===== src/rtl/e203_exu_disp_sched.sv =====
// ---------------------------------------------------------------------------
// e203_exu_disp_sched
//
// Dispatch scheduler between the EXU decoder and the execution units.
// Holds a decoded instruction until it has no RAW/WAW hazard against the
// outstanding long-pipe (LSU/MULDIV) instructions. Keeps those instructions
// in a small in-order table, and drains the table before fence/CSR/xRET/WFI.
//
// Ports:
//   clk, rst_n                      clock, async active-low reset
//   i_valid / i_ready               decoded instruction in / accepted
//   i_rs1en/i_rs2en/i_rdwen         operand/result enables
//   i_rs1idx/i_rs2idx/i_rdidx       register indices
//   i_longp, i_drain                long-pipe op / needs empty table
//   o_disp_valid / o_disp_ready     issue handshake to execution units
//   o_disp_ptr                      table slot allocated by this issue
//   i_ret_ena                       oldest long-pipe op writes back
//   o_ret_ptr/o_ret_rdidx/o_ret_rdwen  oldest entry info
//   o_empty, o_full                 table status
//   o_dep                           hazard holding current instruction
//   o_draining                      FSM in DRAIN
// ---------------------------------------------------------------------------
module e203_exu_disp_sched #(
  parameter int DEPTH   = 2,
  parameter int PTR_W   = 1,
  parameter int RFIDX_W = 5
) (
  input  logic               clk,
  input  logic               rst_n,
  input  logic               i_valid,
  output logic               i_ready,
  input  logic               i_rs1en,
  input  logic               i_rs2en,
  input  logic               i_rdwen,
  input  logic [RFIDX_W-1:0] i_rs1idx,
  input  logic [RFIDX_W-1:0] i_rs2idx,
  input  logic [RFIDX_W-1:0] i_rdidx,
  input  logic               i_longp,
  input  logic               i_drain,
  output logic               o_disp_valid,
  input  logic               o_disp_ready,
  output logic [PTR_W-1:0]   o_disp_ptr,
  input  logic               i_ret_ena,
  output logic [PTR_W-1:0]   o_ret_ptr,
  output logic [RFIDX_W-1:0] o_ret_rdidx,
  output logic               o_ret_rdwen,
  output logic               o_empty,
  output logic               o_full,
  output logic               o_dep,
  output logic               o_draining
);

  typedef enum logic [0:0] {
    ST_IDLE  = 1'b0,
    ST_DRAIN = 1'b1
  } state_e;

  localparam logic [PTR_W:0] PTR_ONE = {{PTR_W{1'b0}}, 1'b1};

  // Pointers carry one extra MSB as the wrap flag.
  logic [PTR_W:0]     wr_ptr_r;
  logic [PTR_W:0]     rd_ptr_r;
  logic [DEPTH-1:0]   vld_r;
  logic [DEPTH-1:0]   rdwen_r;
  logic [RFIDX_W-1:0] rdidx_r [DEPTH];
  state_e             state_r;
  state_e             state_nxt_s;

  logic [PTR_W-1:0]   wr_lsb_s;
  logic [PTR_W-1:0]   rd_lsb_s;
  logic [DEPTH-1:0]   hit_s;
  logic               empty_s;
  logic               full_s;
  logic               dep_s;
  logic               stall_s;
  logic               alloc_s;
  logic               retire_s;

  assign wr_lsb_s = wr_ptr_r[PTR_W-1:0];
  assign rd_lsb_s = rd_ptr_r[PTR_W-1:0];
  assign empty_s  = (wr_ptr_r == rd_ptr_r);
  assign full_s   = (wr_lsb_s == rd_lsb_s) && (wr_ptr_r[PTR_W] != rd_ptr_r[PTR_W]);

  // Per-entry hazard match: outstanding rd against incoming rs1/rs2 (RAW) and rd (WAW).
  always_comb begin
    hit_s = '0;
    for (int i = 0; i < DEPTH; i++) begin
      hit_s[i] = vld_r[i] & rdwen_r[i] &
                 ((i_rs1en & (rdidx_r[i] == i_rs1idx)) |
                  (i_rs2en & (rdidx_r[i] == i_rs2idx)) |
                  (i_rdwen & (rdidx_r[i] == i_rdidx)));
    end
  end

  assign dep_s    = i_valid & (|hit_s);
  assign stall_s  = dep_s | (i_longp & full_s) | (i_drain & ~empty_s);
  assign alloc_s  = i_ready & i_longp;
  // Retire on an empty table is a no-op.
  assign retire_s = i_ret_ena & ~empty_s;

  assign o_disp_valid = i_valid & ~stall_s;
  assign i_ready      = o_disp_valid & o_disp_ready;
  assign o_disp_ptr   = wr_lsb_s;
  assign o_ret_ptr    = rd_lsb_s;
  assign o_ret_rdidx  = rdidx_r[rd_lsb_s];
  assign o_ret_rdwen  = rdwen_r[rd_lsb_s];
  assign o_empty      = empty_s;
  assign o_full       = full_s;
  assign o_dep        = dep_s;
  assign o_draining   = (state_r == ST_DRAIN);

  // Outstanding table: allocate at write pointer, retire at read pointer.
  // Both may happen in one cycle; they never target the same slot since
  // allocation is blocked when full and retire is ignored when empty.
  always_ff @(posedge clk or negedge rst_n) begin
    if (!rst_n) begin
      wr_ptr_r <= '0;
      rd_ptr_r <= '0;
      vld_r    <= '0;
      rdwen_r  <= '0;
      for (int i = 0; i < DEPTH; i++) begin
        rdidx_r[i] <= '0;
      end
    end else begin
      if (alloc_s) begin
        vld_r[wr_lsb_s]   <= 1'b1;
        rdwen_r[wr_lsb_s] <= i_rdwen;
        rdidx_r[wr_lsb_s] <= i_rdidx;
        wr_ptr_r          <= wr_ptr_r + PTR_ONE;
      end
      if (retire_s) begin
        vld_r[rd_lsb_s] <= 1'b0;
        rd_ptr_r        <= rd_ptr_r + PTR_ONE;
      end
    end
  end

  // Drain status FSM next-state; it does not gate issue, the stall rules do.
  always_comb begin
    state_nxt_s = state_r;
    case (state_r)
      ST_IDLE: begin
        if (i_valid && i_drain && !empty_s) begin
          state_nxt_s = ST_DRAIN;
        end else begin
          state_nxt_s = ST_IDLE;
        end
      end
      ST_DRAIN: begin
        // Leave once empty is seen, or if the instruction was flushed.
        if (empty_s || !i_valid) begin
          state_nxt_s = ST_IDLE;
        end else begin
          state_nxt_s = ST_DRAIN;
        end
      end
      default: state_nxt_s = ST_IDLE;
    endcase
  end

  // Drain status FSM state register.
  always_ff @(posedge clk or negedge rst_n) begin
    if (!rst_n) begin
      state_r <= ST_IDLE;
    end else begin
      state_r <= state_nxt_s;
    end
  end

endmodule

===== config.mk =====
export PLATFORM = sky130hd
export DESIGN_NAME = e203_exu_disp_sched
export DESIGN_NICKNAME = d
export VERILOG_FILES = /design/src/rtl/e203_exu_disp_sched.sv
export SDC_FILE = /design/constraint.sdc
export NUM_CORES = 1
export LEC_CHECK = 0
export ABC_AREA = 1
export BUFFER_PORTS_ARGS = -buffer_cell sky130_fd_sc_hd__buf_2
export CAP_MARGIN = 20
export CORE_ASPECT_RATIO = 0.6
export CORE_UTILIZATION = 40
export CTS_CLUSTER_DIAMETER = 30
export DETAILED_ROUTE_END_ITERATION = 6
export PLACE_DENSITY_LB_ADDON = 0.08
export SYNTH_ARGS = -nofsm -noshare
export SYNTH_HDL_FRONTEND = slang
export SYNTH_SLANG_ARGS = --single-unit

===== constraint.sdc =====
create_clock -name clk -period 3.7 [get_ports clk]
set_clock_uncertainty 0.05 [all_clocks]
set_input_delay 0.37 -clock clk [delete_from_list [all_inputs] [get_ports clk]]
set_output_delay 0.37 -clock clk [all_outputs]
set_load 0.005 [all_outputs]

# == Word-level counts from Yosys, hierarchy flattened ==
# Cells that the tools add are included.
# classes
n_addsub,2
n_reduce_logical,10
muxes,18
bitwise,31
eq_ne,9
order_cmp,7
# ops
op,n
equality test 5 bit,6
2-to-1 mux 5 bit,4
bitwise AND 1 bit,17
bitwise mux 10 bit,1
logical AND 1 bit,6
2-to-1 mux 1 bit,6
OR 1 bit,6
demux 5 bit (select 1 bit),1
adder 2 x 1 -> 2 bit (second input constant),2
greater-or-equal comparator 2 bit (second input constant),2
less-than comparator 1 x 2 -> 1 bit (second input constant),2
2-to-1 mux 2 bit,2
NOT 1 -> 2 bit,2
NOT 1 bit,3
bitwise AND 2 bit,1
bitwise mux 2 bit,1
demux 1 bit (select 1 bit),2
equality test 2 bit,1
greater-or-equal comparator 1 bit (second input constant),2
zero test 1 bit,2
less-than comparator 2 x 1 -> 1 bit (second input constant),1
NOT 2 bit,1
OR 2 bit,1
case mux 1 bit (2 select lines),1
other kinds (4),4
# totals
reg_bits,19
inputBits,25

# == Longest topological paths before layout ==
# depth
depth_word,16
ltp_mapped,12
mapped_depth_nobuf,12

# == Least setup slack after synthesis ==
# Ideal clock, no wire load.
# synth_path
path_type,register to output
start,register rd_ptr_r[0]
end,output i_ready
arrival_ps,1416
slack_ps,1864
stages_incl_launch_ff,8
required_ps,3280
cell_sequence,dfrtp_1 -> xor2_1 -> nor2_2 -> inv_2 -> nand2_1 -> nand3_4 -> nor3_4 -> buf_6
# synth_between
elab_cells_between_ends,11
cone_classes,eq/ne (2); bitwise (8); reduce/logical (1)
# synth_lines
item,line,text
from (decl),62,logic [PTR_W:0] rd_ptr_r;
from (signal assigned),133,rd_ptr_r <= rd_ptr_r + PTR_ONE;
equality test 2 bit,81,assign empty_s = (wr_ptr_r == rd_ptr_r);
named net o_empty,47,"output logic o_empty,"
NOT 1 bit,96,assign stall_s = dep_s | (i_longp & full_s) | (i_drain & ~empty_s);
bitwise AND 1 bit,96,
OR 1 bit,96,
NOT 1 bit,101,assign o_disp_valid = i_valid & ~stall_s;
bitwise AND 1 bit,101,
bitwise AND 1 bit,102,assign i_ready = o_disp_valid & o_disp_ready;
to (decl),31,"output logic i_ready,"
# The timed path passes the listed nets, and every way through them passes these cells.

# == Worst setup path in the final report ==
# layout_path
start,register rd_ptr_r[0]
end,output i_ready
# layout_between
elab_chain_len,8
elab_cells_between_ends,11
cone_classes,eq/ne (2); bitwise (8); reduce/logical (1)
# layout_rtl
item,line,text
equality test 1 bit,82,assign full_s = (wr_lsb_s == rd_lsb_s) && (wr_ptr_r[PTR_W] != rd_ptr_r[PTR_W]);
logical AND 1 bit,82,
bitwise AND 1 bit,96,
OR 1 bit,96,
OR 1 bit (*),96,
NOT 1 bit (*),101,
bitwise AND 1 bit (*),101,
bitwise AND 1 bit (*),102,
# Mark *: on every way between the ends. The rest lies on a longest branch, timed or not.

==> flow_summary.json <==
{
  "p_switching_uw": 602,
  "die_width_um": 81.0,
  "total_power_mw": 1.23,
  "seqCellArea_um2": 475,
  "cts_max_path_buffers": 2,
  "fillers": 384,
  "vias": 1556,
  "diodes": 0,
  "clkPwrFrac": 0.118,
  "cp_max_fo": 16,
  "ir_drop_mv": 0.344,
  "critical_path_required_ns": 3.28,
  "io_pins": 39,
  "synthMuxAreaShare": 0,
  "critPathBufInv": 2,
  "grt_pass1_vias": 1289,
  "cp_slowest_stage_delay_ns": 0.65,
  "start_kind": "flop",
  "internal_power_uw": 625,
  "pwr-share-seq": 0.362,
  "multi_input_area_um2": 872,
  "fin_crit_sh": 0.709,
  "core_um2": 3400,
  "synth_edf_count": 0,
  "ys_ff_latch": 19,
  "h-tree-depth": 1,
  "fin_nets": 311,
  "maxSlewViolCount": 0,
  "worstMarginPinSlew_ns": 0.521,
  "dr.pass1.iters": 4,
  "rsz0062_at_grt": "no",
  "ys_seq_area_frac": 0.317,
  "wl_per_cell_um": 12.1,
  "r2r_setup_slack_ns": 1.47,
  "synth_area_um2": 1500,
  "timing.rr.start": "rd_ptr_r[0]$_DFFE_PN0P_",
  "cts_tree": "built",
  "synth_async_sr_flop_share": 1.00,
  "drc": 0,
  "worstSetupPathType": "flop to output pin",
  "yosysUniqueCellTypes": 24,
  "cts-root-buf": "clkbuf_8",
  "placed_area_um2": 1710,
  "yosys-top-cells-area": "dfrtp_1 (32%), nand2_1 (29%), inv_1 (7.8%)",
  "crit_slowest_cell": "dfrtp_1",
  "synth_xor_area_frac": 0.0292,
  "start_util": 0.440,
  "synthFlopType": "dfrtp_1",
  "drt-initial-drc-count": 90,
  "post-synth-top-count-cell": "nand2_1",
  "synth-compound-area-share": 0.0518,
  "antenna_found_initial": 0,
  "p_sw_frac": 0.491,
  "cts_setup_buffers": 0,
  "fmax_mhz": 381,
  "hold-worst-slack_ns": -0.0103,
  "std_cell_rows": 16,
  "cts_buffers": 3,
  "grt_pass1_wl_um": 6490,
  "syn-instance-count": 249,
  "synthTopCellsByCount": "nand2_1 (116), inv_1 (31), nor2_1 (29)",
  "fin_setup_tns_ns": 0,
  "power.leakage_nw": 1.07,
  "synth_top_family_by_area": "simple AND/OR/NAND/NOR gates",
  "antenna_left": 0,
  "violations": "hold timing",
  "routed_wl_um": 4000,
  "cp-end-kind": "output pin",
  "insertion_delay_ns": 0.26,
  "power_frac_comb": 0.520,
  "cts_sinks": 19,
  "gr-total-overflow": 0,
  "arrival_ns": 2.20,
  "io_buffers": 38,
  "syn-num-nets": 274,
  "syn_avg_cell_area_um2": 6.02,
  "power_per_cell_area_nw_per_um2": 697,
  "place_congestion": 0.837,
  "yosys.area_share.adder": 0,
  "status": "complete, but fails checks",
  "period_needed_ns": 2.62,
  "cts-hold-fix-buffers": 0,
  "reg2reg_to": "wr_ptr_r[0]$_DFFE_PN0N_",
  "final_cell_area_um2": 1760,
  "yosysWarningCount": 0,
  "rr_worst_depth": 9,
  "synth_top_cell_area_share": 0.317,
  "cts.reportedPaths.clkPinSlew_ns": 0.07,
  "die_h_um": 49.4,
  "relSlewSlack": 0.652,
  "die-area_um2": 4000,
  "drive_gt1_frac": 0.175,
  "ctsResizeCount": 0,
  "grtUsageTotal": 0.219,
  "synth_area_leader_cell": "dfrtp_1",
  "critical-path-top-delay-family": "simple AND/OR/NAND/NOR gates",
  "hp-class": "input pin to asynchronous set/reset pin",
  "grt_max_degree": 20,
  "yosys.area_share.simple": 0.501,
  "max-cap-violations": 0,
  "place_hpwl_um": 3200,
  "syn2layout_area_growth_pct": 17.4,
  "hold_viol": 19,
  "setup-violations-final": 0,
  "worstPathCellList": "xor2_1 -> nor2_2 -> inv_2 -> nand2_1 -> nand3_4 -> nor3_4 -> buf_2",
  "via_per_inst": 4.72
}
-- layout by cell type, fill, tap and decap left out, drive strengths merged --
master,instances
a21boi,1
a21oi,3
buf,38
clkbuf,3
clkinv,1
dfrtp,19
inv,32
nand2,117
nand3,9
nand4,14
nor2,31
nor3,1
o21ai,11
xnor2,1
xor2,4
-- power by group through the flow --
stage | combinational, mW | sequential (mW) | clock [mW]
2_1_floorplan | 0.477 | 0.382 | 0
3_3_place_gp | 0.632 | 0.445 | 0
3_5_place_dp | 0.633 | 0.447 | 0
4_1_cts | 0.636 | 0.443 | 0.149
5_1_grt | 0.739 | 0.464 | 0.157
6_report | 0.638 | 0.444 | 0.144
-- cells by family after synthesis --
group / after synthesis
flops: 19
buf+inv: 38
simple gates: 172
compound gates: 15
xor+xnor: 5
-- registers in the layout (all words and copies together), names as in the netlist --
| signal | count |
|---|---|
| rd_ptr_r | 2 |
| rdwen_r | 2 |
| wr_ptr_r | 2 |
| o_draining | 1 |
| vld_r | 2 |
| rdidx_r | 10 |
-- final cells by class --
| type | count | area share |
|---|---|---|
| sequential | 19 | 0.270 |
| inverter | 32 | 0.0682 |
| clock buffer | 3 | 0.0235 |
| tap | 45 | 0.0320 |
| timing repair buffer | 38 | 0.108 |
| multi-input combinational | 192 | 0.495 |
| clock inverter | 1 | 0.00284 |
-- per-layer routing --
metal | share of wire | global-route usage | vias up
met5 | 0 | 0 | -
met4 | 0 | 0.0179 | 0
met3 | 0.083 | 0.0523 | 0
met2 | 0.35 | 0.265 | 40
met1 | 0.57 | 0.382 | 678
li1 | - | - | 838
-- worst max path at each step --
stage                                  from       to  slack [ns]  depth (start not counted)
floorplan           rd_ptr_r[0]$_DFFE_PN0P_  i_ready        1.86                          7
global placement    rd_ptr_r[0]$_DFFE_PN0P_  i_ready        1.45                          7
detailed placement  rd_ptr_r[0]$_DFFE_PN0P_  i_ready        1.37                          7
CTS                 rd_ptr_r[0]$_DFFE_PN0P_  i_ready        1.09                          7
global route        rd_ptr_r[0]$_DFFE_PN0P_  i_ready        0.85                          7
finish              rd_ptr_r[0]$_DFFE_PN0P_  i_ready        1.08                          7
-- stage by stage --
stage	hold slack (ns)	setup slack, ns	instances	util
finish	-0.0103	1.08	330	0.517
global route	0.0201	0.848	330	0.517
CTS	0.00388	1.09	330	0.517
detailed placement	0.285	1.37	326	0.504
global placement	0.285	1.45	326	0.504
floorplan	0.0244	1.86	249	-
Note: power is estimated with default switching activity, not from simulation.
